File: src/rtl/cache_pkg.sv
// ---------------------------------------------------------------------------
// cache_pkg
//
// Shared definitions for the cache request issuer slice: the issuer state
// type, the default data width and the width of the completion counter.
// Imported by the interface, the input FIFO and the top-level issuer.
// ---------------------------------------------------------------------------
package cache_pkg;

   // Default request/response data width in bits.
   localparam int DEFAULT_WIDTH = 8;

   // Default number of input FIFO entries (power of two, at least 2).
   localparam int DEFAULT_DEPTH = 4;

   // Width of the completed-transaction counter; it wraps naturally.
   localparam int DONE_W = 8;

   // Issuer states:
   //   IDLE  - nothing in flight, waiting for the FIFO to hold a request
   //   ISSUE - set_request is presented to the cache set for one cycle
   //   WAIT  - the cache set response is captured this cycle
   //   HOLD  - response is held downstream until it is accepted
   typedef enum logic [1:0] {
      IDLE  = 2'd0,
      ISSUE = 2'd1,
      WAIT  = 2'd2,
      HOLD  = 2'd3
   } state_e;

endpackage

File: src/rtl/cache_request_issuer_if.sv
// ---------------------------------------------------------------------------
// cache_request_issuer_if
//
// Bundles the upstream request handshake, the cache set request/response
// pair, the downstream response handshake and the status outputs of the
// cache request issuer.
//
// Signals:
//   in_valid / in_ready / in_data      upstream request handshake
//   set_request / set_response         cache set request and its response
//   out_valid / out_ready / out_data   downstream response handshake
//   busy                               issuer has work pending or in flight
//   done_count                         completed-transaction counter
//
// Modports:
//   slave  - view of the issuer itself
//   master - view of the surrounding environment (upstream, cache set and
//            downstream consumer)
// ---------------------------------------------------------------------------
interface cache_request_issuer_if
   import cache_pkg::*;
#(
   parameter int WIDTH = DEFAULT_WIDTH
) ();

   logic              in_valid;
   logic              in_ready;
   logic [WIDTH-1:0]  in_data;

   logic [WIDTH-1:0]  set_request;
   logic [WIDTH-1:0]  set_response;

   logic              out_valid;
   logic              out_ready;
   logic [WIDTH-1:0]  out_data;

   logic              busy;
   logic [DONE_W-1:0] done_count;

   modport slave (
      input  in_valid,
      input  in_data,
      output in_ready,
      output set_request,
      input  set_response,
      output out_valid,
      input  out_ready,
      output out_data,
      output busy,
      output done_count
   );

   modport master (
      output in_valid,
      output in_data,
      input  in_ready,
      input  set_request,
      output set_response,
      input  out_valid,
      output out_ready,
      input  out_data,
      input  busy,
      input  done_count
   );

endinterface

File: src/rtl/cache_req_fifo.sv
// ---------------------------------------------------------------------------
// cache_req_fifo
//
// Small first-word-fall-through FIFO holding accepted requests until the
// issuer is free to send them to the cache set.  Pointers wrap naturally
// because DEPTH is a power of two; the occupancy count is one bit wider than
// the pointers so that "full" and "empty" are distinguishable.
//
// Ports:
//   clock  - single clock, all state updates on the rising edge
//   clear  - synchronous active-high reset, overrides push and pop
//   push   - write wdata (ignored while full)
//   pop    - discard the head entry (ignored while empty)
//   wdata  - data to write
//   rdata  - current head entry, valid whenever empty is low
//   full   - registered full flag
//   empty  - no entries stored
// ---------------------------------------------------------------------------
module cache_req_fifo
   import cache_pkg::*;
#(
   parameter int WIDTH = DEFAULT_WIDTH,
   parameter int DEPTH = DEFAULT_DEPTH
) (
   input  logic             clock,
   input  logic             clear,
   input  logic             push,
   input  logic             pop,
   input  logic [WIDTH-1:0] wdata,
   output logic [WIDTH-1:0] rdata,
   output logic             full,
   output logic             empty
);

   localparam int PTR_W = $clog2(DEPTH);
   localparam int CNT_W = PTR_W + 1;

   logic [WIDTH-1:0] mem_q [DEPTH];

   logic [PTR_W-1:0] wr_ptr_q, wr_ptr_d;
   logic [PTR_W-1:0] rd_ptr_q, rd_ptr_d;
   logic [CNT_W-1:0] count_q,  count_d;
   logic             full_q,   full_d;

   logic push_en;
   logic pop_en;

   // Writes are refused while full and reads while empty, so the pointers
   // and count can never run past the storage.
   assign push_en = push && !full_q;
   assign pop_en  = pop && !empty;

   assign empty = (count_q == '0);
   assign full  = full_q;
   assign rdata = mem_q[rd_ptr_q];

   // Next pointers, occupancy and full flag.  A simultaneous accepted push
   // and pop leaves the count unchanged.
   always_comb begin
      wr_ptr_d = wr_ptr_q;
      rd_ptr_d = rd_ptr_q;
      count_d  = count_q;

      if (push_en) begin
         wr_ptr_d = wr_ptr_q + PTR_W'(1);
      end
      if (pop_en) begin
         rd_ptr_d = rd_ptr_q + PTR_W'(1);
      end

      case ({push_en, pop_en})
         2'b10:   count_d = count_q + CNT_W'(1);
         2'b01:   count_d = count_q - CNT_W'(1);
         default: count_d = count_q;
      endcase

      full_d = (count_d == CNT_W'(DEPTH));
   end

   // Control state; clear returns the FIFO to empty regardless of push/pop.
   always_ff @(posedge clock) begin
      if (clear) begin
         wr_ptr_q <= '0;
         rd_ptr_q <= '0;
         count_q  <= '0;
         full_q   <= 1'b0;
      end else begin
         wr_ptr_q <= wr_ptr_d;
         rd_ptr_q <= rd_ptr_d;
         count_q  <= count_d;
         full_q   <= full_d;
      end
   end

   // Storage needs no reset: entries are only read once the count says they
   // were written after the last clear.
   always_ff @(posedge clock) begin
      if (!clear && push_en) begin
         mem_q[wr_ptr_q] <= wdata;
      end
   end

endmodule

File: src/rtl/cache_request_issuer.sv
// ---------------------------------------------------------------------------
// cache_request_issuer
//
// Accepts requests from upstream into a small FIFO and issues them one at a
// time to a cache set.  Each request is presented on set_request for one
// ISSUE cycle, the cache set answers one cycle later, the answer is captured
// in WAIT and held on out_data in HOLD until downstream accepts it.  Only one
// request is ever outstanding at the cache set, so responses leave in the
// same order requests were accepted.
//
// Ports:
//   clock  - single clock, all state updates on the rising edge
//   clear  - synchronous active-high reset
//   bus    - cache_request_issuer_if.slave:
//              in_valid/in_ready/in_data     upstream request handshake
//              set_request (registered)      request to the cache set
//              set_response                  registered cache set answer
//              out_valid/out_ready/out_data  downstream response (registered)
//              busy                          state not IDLE or FIFO non-empty
//              done_count                    completed transactions, wrapping
// ---------------------------------------------------------------------------
module cache_request_issuer
   import cache_pkg::*;
#(
   parameter int WIDTH = DEFAULT_WIDTH,
   parameter int DEPTH = DEFAULT_DEPTH
) (
   input  logic                    clock,
   input  logic                    clear,
   cache_request_issuer_if.slave   bus
);

   state_e            state_q,       state_d;
   logic [WIDTH-1:0]  set_request_q, set_request_d;
   logic [WIDTH-1:0]  out_data_q,    out_data_d;
   logic              out_valid_q,   out_valid_d;
   logic [DONE_W-1:0] done_count_q,  done_count_d;

   logic             fifo_push;
   logic             fifo_pop;
   logic [WIDTH-1:0] fifo_rdata;
   logic             fifo_full;
   logic             fifo_empty;
   logic             in_ready;

   // in_ready depends only on the FIFO's registered full flag, keeping
   // out_ready and the FSM out of the upstream ready path.
   assign in_ready  = !fifo_full;
   assign fifo_push = bus.in_valid && in_ready;

   cache_req_fifo #(
      .WIDTH (WIDTH),
      .DEPTH (DEPTH)
   ) u_fifo (
      .clock (clock),
      .clear (clear),
      .push  (fifo_push),
      .pop   (fifo_pop),
      .wdata (bus.in_data),
      .rdata (fifo_rdata),
      .full  (fifo_full),
      .empty (fifo_empty)
   );

   // Next-state and output register logic.  set_request only changes when a
   // new request is popped, so it holds its last issued value everywhere
   // else.  A completed handshake in HOLD can chain straight into the next
   // ISSUE, which gives one transaction every three cycles when downstream
   // is always ready.
   always_comb begin
      state_d       = state_q;
      set_request_d = set_request_q;
      out_data_d    = out_data_q;
      out_valid_d   = out_valid_q;
      done_count_d  = done_count_q;
      fifo_pop      = 1'b0;

      case (state_q)
         IDLE: begin
            if (!fifo_empty) begin
               fifo_pop      = 1'b1;
               set_request_d = fifo_rdata;
               state_d       = ISSUE;
            end
         end

         ISSUE: begin
            state_d = WAIT;
         end

         WAIT: begin
            out_data_d  = bus.set_response;
            out_valid_d = 1'b1;
            state_d     = HOLD;
         end

         HOLD: begin
            if (out_valid_q && bus.out_ready) begin
               out_valid_d  = 1'b0;
               done_count_d = done_count_q + DONE_W'(1);
               if (!fifo_empty) begin
                  fifo_pop      = 1'b1;
                  set_request_d = fifo_rdata;
                  state_d       = ISSUE;
               end else begin
                  state_d = IDLE;
               end
            end
         end

         default: begin
            state_d = IDLE;
         end
      endcase
   end

   // State and output registers.  clear wins over any handshake in the same
   // cycle, so a transaction cut short never reaches done_count.
   always_ff @(posedge clock) begin
      if (clear) begin
         state_q       <= IDLE;
         set_request_q <= '0;
         out_data_q    <= '0;
         out_valid_q   <= 1'b0;
         done_count_q  <= '0;
      end else begin
         state_q       <= state_d;
         set_request_q <= set_request_d;
         out_data_q    <= out_data_d;
         out_valid_q   <= out_valid_d;
         done_count_q  <= done_count_d;
      end
   end

   assign bus.in_ready    = in_ready;
   assign bus.set_request = set_request_q;
   assign bus.out_valid   = out_valid_q;
   assign bus.out_data    = out_data_q;
   assign bus.done_count  = done_count_q;
   assign bus.busy        = (state_q != IDLE) || !fifo_empty;

endmodule

File: src/flat_wrapper.sv
// flat-port wrapper written by rule: the top's interface ports become plain ports
module cache_request_issuer_flat import cache_pkg::*;
#(
   parameter int WIDTH = DEFAULT_WIDTH,
   parameter int DEPTH = DEFAULT_DEPTH
)
  (clock, clear, bus_in_valid, bus_in_data, bus_in_ready, bus_set_request, bus_set_response, bus_out_valid, bus_out_ready, bus_out_data, bus_busy, bus_done_count);
  cache_request_issuer_if #(.WIDTH(WIDTH)) bus_i ();
  input  logic clock;
  input  logic clear;
  input wire logic [$bits(bus_i.in_valid)-1:0] bus_in_valid;
  input wire logic [$bits(bus_i.in_data)-1:0] bus_in_data;
  output wire logic [$bits(bus_i.in_ready)-1:0] bus_in_ready;
  output wire logic [$bits(bus_i.set_request)-1:0] bus_set_request;
  input wire logic [$bits(bus_i.set_response)-1:0] bus_set_response;
  output wire logic [$bits(bus_i.out_valid)-1:0] bus_out_valid;
  input wire logic [$bits(bus_i.out_ready)-1:0] bus_out_ready;
  output wire logic [$bits(bus_i.out_data)-1:0] bus_out_data;
  output wire logic [$bits(bus_i.busy)-1:0] bus_busy;
  output wire logic [$bits(bus_i.done_count)-1:0] bus_done_count;
  assign bus_i.in_valid = bus_in_valid;
  assign bus_i.in_data = bus_in_data;
  assign bus_in_ready = bus_i.in_ready;
  assign bus_set_request = bus_i.set_request;
  assign bus_i.set_response = bus_set_response;
  assign bus_out_valid = bus_i.out_valid;
  assign bus_i.out_ready = bus_out_ready;
  assign bus_out_data = bus_i.out_data;
  assign bus_busy = bus_i.busy;
  assign bus_done_count = bus_i.done_count;
  cache_request_issuer #(.WIDTH(WIDTH), .DEPTH(DEPTH)) u_core (.clock(clock), .clear(clear), .bus(bus_i));
endmodule
File: config.mk
export PLATFORM = sky130hd
export DESIGN_NAME = cache_request_issuer_flat
export DESIGN_NICKNAME = d
export VERILOG_FILES = /design/src/rtl/cache_pkg.sv /design/src/rtl/cache_request_issuer_if.sv /design/src/rtl/cache_req_fifo.sv /design/src/rtl/cache_request_issuer.sv /design/src/flat_wrapper.sv
export SDC_FILE = /design/constraint.sdc
export NUM_CORES = 1
export LEC_CHECK = 0
export CAP_MARGIN = 10
export CORE_UTILIZATION = 42
export CTS_BUF_LIST = sky130_fd_sc_hd__clkbuf_8 sky130_fd_sc_hd__clkbuf_16
export CTS_CLUSTER_SIZE = 24
export DETAILED_ROUTE_END_ITERATION = 8
export GPL_TIMING_DRIVEN = 0
export PLACE_DENSITY = 0.65
export SETUP_SLACK_MARGIN = 0.02
export SLEW_MARGIN = 20
export SYNTH_ARGS = -nofsm -noshare
export SYNTH_HDL_FRONTEND = slang
export SYNTH_SLANG_ARGS = --single-unit
File: constraint.sdc
create_clock -name clock -period 5.3 [get_ports clock]
set_input_delay 0.795 -clock clock [delete_from_list [all_inputs] [get_ports clock]]
set_output_delay 0.795 -clock clock [all_outputs]
set_load 0.05 [all_outputs]
==> impl_metrics.env <==
export IMPL_criticalPathCategory="flip-flop to output port"
export IMPL_use_met3=0.0545
export IMPL_vias_per_cell=5.21
export IMPL_synth_seq_cells=69
export IMPL_holdWs_ns=0.475
export IMPL_vias=1911
export IMPL_dieArea_um2=7230
export IMPL_clk_pin_slew_worst_paths_ns=0.07
export IMPL_met2_usage=0.270
export IMPL_grt_max_degree=14
export IMPL_grt_busiest_layer="met2"
export IMPL_drive_gt1_frac=0.128
export IMPL_numCtsBuffers=9
export IMPL_yosysSeqAreaShare=0.587
export IMPL_final_common_cell="clkdlybuf4s50_1"
export IMPL_postCtsSetupBuffers=0
export IMPL_layout_cells_non_filler=367
export IMPL_clock_skew_ns=0.00539
export IMPL_seq_area_um2=1700
export IMPL_slowest_stage="clkdlybuf4s50_1"
export IMPL_grt_pass1_wl_um=8800
export IMPL_rsz0062_at_grt="no"
export IMPL_die_w_um=85.0
export IMPL_final_antenna_net_count=0
export IMPL_power_share_sequential=0.364
export IMPL_die_height_um=85.0
export IMPL_clk_path_buf_depth=2
export IMPL_grt_pass1_vias=1921
export IMPL_dr_pass1_iters=4
export IMPL_arrival_ns=2.34
export IMPL_clock_latency_ns=0.34
export IMPL_synth_edf_count=32
export IMPL_yosysWarnings=0
export IMPL_peakVddDrop_mv=0.238
export IMPL_min_period_over_period=0.591
export IMPL_p_sw_mw=0.710
export IMPL_syn_inst=229
export IMPL_cts_hold_buf=0
export IMPL_n_antenna_cell=0
export IMPL_r2r_slack_ns=2.54
export IMPL_postSynth_asyncResetShare=0
export IMPL_hold_class="flip-flop to flip-flop"
export IMPL_ioPinCount=47
export IMPL_dp_hpwl_um=3670
export IMPL_wl_per_cell_um=14.5
export IMPL_combinationalPowerShare=0.391
export IMPL_grt_overflow=0
export IMPL_cts_resized=0
export IMPL_reg2reg_to="u_core.u_fifo.full"
export IMPL_areaGrowthSynthToFinish_pct=26.6
export IMPL_status="finished clean"
export IMPL_swShare=0.372
export IMPL_max_stage_delay_ns=0.74
export IMPL_place_ws_ns=2.29
export IMPL_drtIter0Drc=81
export IMPL_synth_flop_cell="dfxtp_1"
export IMPL_portBuffers=45
export IMPL_use_met1=0.183
export IMPL_grtUsageTotal=0.160
export IMPL_synthTopCellsByArea="edfxtp_1, dfxtp_1, mux4_2"
export IMPL_routed_wl_um=5320
export IMPL_dp_cells=351
export IMPL_htreeDepth=3
export IMPL_p_int_mw=1.20
export IMPL_num_nets_final=316
export IMPL_r2r_start="u_core.state_q[1]"
export IMPL_num_fill_cells=535
export IMPL_final_core_util=0.564
export IMPL_clkPwrFrac=0.245
export IMPL_tritoncts="built"
export IMPL_cp_end_kind="output port"
export IMPL_cts_sinks=69
export IMPL_max_freq_mhz=319
export IMPL_cpMostUsedCell="inv_1"
export IMPL_max_slew_margin=0.601
export IMPL_multi_input_area_um2=1090
export IMPL_crit_chain="inv_1 -> ha_1 -> nor4b_1 -> inv_1 -> clkdlybuf4s50_1"
export IMPL_slew_violations=0
export IMPL_timing_final_crit_period_ns=3.13
export IMPL_finalSetupViolCount=0
export IMPL_synth_avg_cell_area_um2=12.6
export IMPL_path_max_fanout=4
export IMPL_gp_congestion=0.734
export IMPL_leakage_nw=1.25
export IMPL_start_kind="flip-flop"
export IMPL_hold_viol_final=0
export IMPL_antenna_found_initial=0
export IMPL_ff2ff_path_depth=9
export IMPL_placementRows=29
export IMPL_crit_end="bus_busy"
export IMPL_synthesis_nets=260
export IMPL_drc=0
export IMPL_syn_area_um2=2900
export IMPL_maxCapViolCount=0
export IMPL_synthDistinctLibCells=37
export IMPL_synth_top_area_cell="edfxtp_1"
export IMPL_final_cell_mix="clkdlybuf4s50_1, dfxtp_1, edfxtp_1"
export IMPL_cp_required_ns=4.51
export IMPL_setup_tns_ns=0
export IMPL_core_um2=6490
export IMPL_synth_top_area_frac=0.332
export IMPL_clockRootBuffer="clkbuf_8"
export IMPL_setup_ws_ns=2.17
export IMPL_crit_start="u_core.state_q[0]"
export IMPL_tightest_slew_ns=0.598
export IMPL_initial_core_util=0.446
export IMPL_powerDensity_nw_per_um2=521
==> critical path, delay by kind of cell (launching register included) <==
| family | cells | cell delay (ns) |
|---|---|---|
| adders and majority gates | 1 | 0.20 |
| and+or+nand+nor | 1 | 0.43 |
| buffers and inverters | 3 | 1.04 |
| DFF | 1 | 0.33 |
==> metal layers <==
layer | up-vias | wire length (um) | share of wire
met2 | 51 | 2560 | 0.48
met1 | 887 | 2400 | 0.45
met4 | 0 | 104 | 0.020
met3 | 9 | 256 | 0.048
met5 | - | 0 | 0
li1 | 964 | - | -
==> state kept, by name, summed over array words and instances, names as in the netlist, named ones only <==
signal / count
u_core.bus.done_count: 8
u_core.bus.out_data: 8
u_core.bus.set_request: 8
u_core.u_fifo.wr_ptr_q: 2
u_core.u_fifo.rd_ptr_q: 2
u_core.bus.out_valid: 1
u_core.u_fifo.count_q: 3
u_core.u_fifo.full: 1
u_core.u_fifo.mem_q: 32
u_core.state_q: 2
==> power groups by stage <==
stage	logic (mW)	clock network [mW]	registers [mW]
finish	0.746	0.467	0.695
global route	0.815	0.502	0.707
CTS	0.752	0.478	0.695
detailed placement	0.749	0	0.707
global placement	0.745	0	0.704
floorplan	0.435	0	0.820
==> cells in the mapped netlist (3+ instances only) <==
cell and instances:
mux2i_1 10, inv_1 8, nand4_1 11, or4_1 3, dfxtp_1 37, o31ai_1 12
nand2_1 6, clkbuf_1 7, a21oi_1 22, mux4_2 8, ha_1 10, o21ai_0 5
buf_2 3, edfxtp_1 32, and2_1 4, nor2_1 18, or3_1 5, xor2_1 3
==> cells by family after synthesis <==
logic type | Yosys count | synth area share
muxes | 18 | 0.0968
xor gates and xnor gates | 5 | 0.0151
and+or+nand+nor | 58 | 0.113
adders and majority gates | 11 | 0.0501
DFF | 69 | 0.587
buffers and inverters | 22 | 0.0376
AOI/OAI and AO/OA | 46 | 0.100
==> through the flow <==
step	power (mW)	instance area (um2)
2_1_floorplan	1.25	2900
3_3_place_gp	1.45	3440
3_5_place_dp	1.46	3440
4_1_cts	1.92	3670
5_1_grt	2.02	3670
6_report	1.91	3670
==> final cells by class <==
cell class,instances,area share
clock inverter,7,0.0270
timing repair buffer,45,0.123
inverter,8,0.00819
buffer,14,0.0215
multi-input combinational,138,0.296
clock buffer,9,0.0338
tap,77,0.0263
sequential,69,0.464
==> worst min-delay path by stage <==
stage | to | from | slack [ns] | depth (start not counted)
5_1_grt | u_core.bus.done_count[7] | u_core.bus.done_count[7] | 0.51 | 2
4_1_cts | u_core.bus.set_request[3] | u_core.bus.set_request[3] | 0.48 | 2
3_5_place_dp | u_core.bus.set_request[6] | u_core.bus.set_request[6] | 0.47 | 2
6_report | u_core.bus.set_request[3] | u_core.bus.set_request[3] | 0.48 | 2
3_3_place_gp | u_core.bus.done_count[7] | u_core.bus.done_count[7] | 0.46 | 2
2_1_floorplan | flip-flop | u_core.u_fifo.rd_ptr_q[1] | 0.47 | 2
No activity file was read; power rests on OpenSTA's default activity.
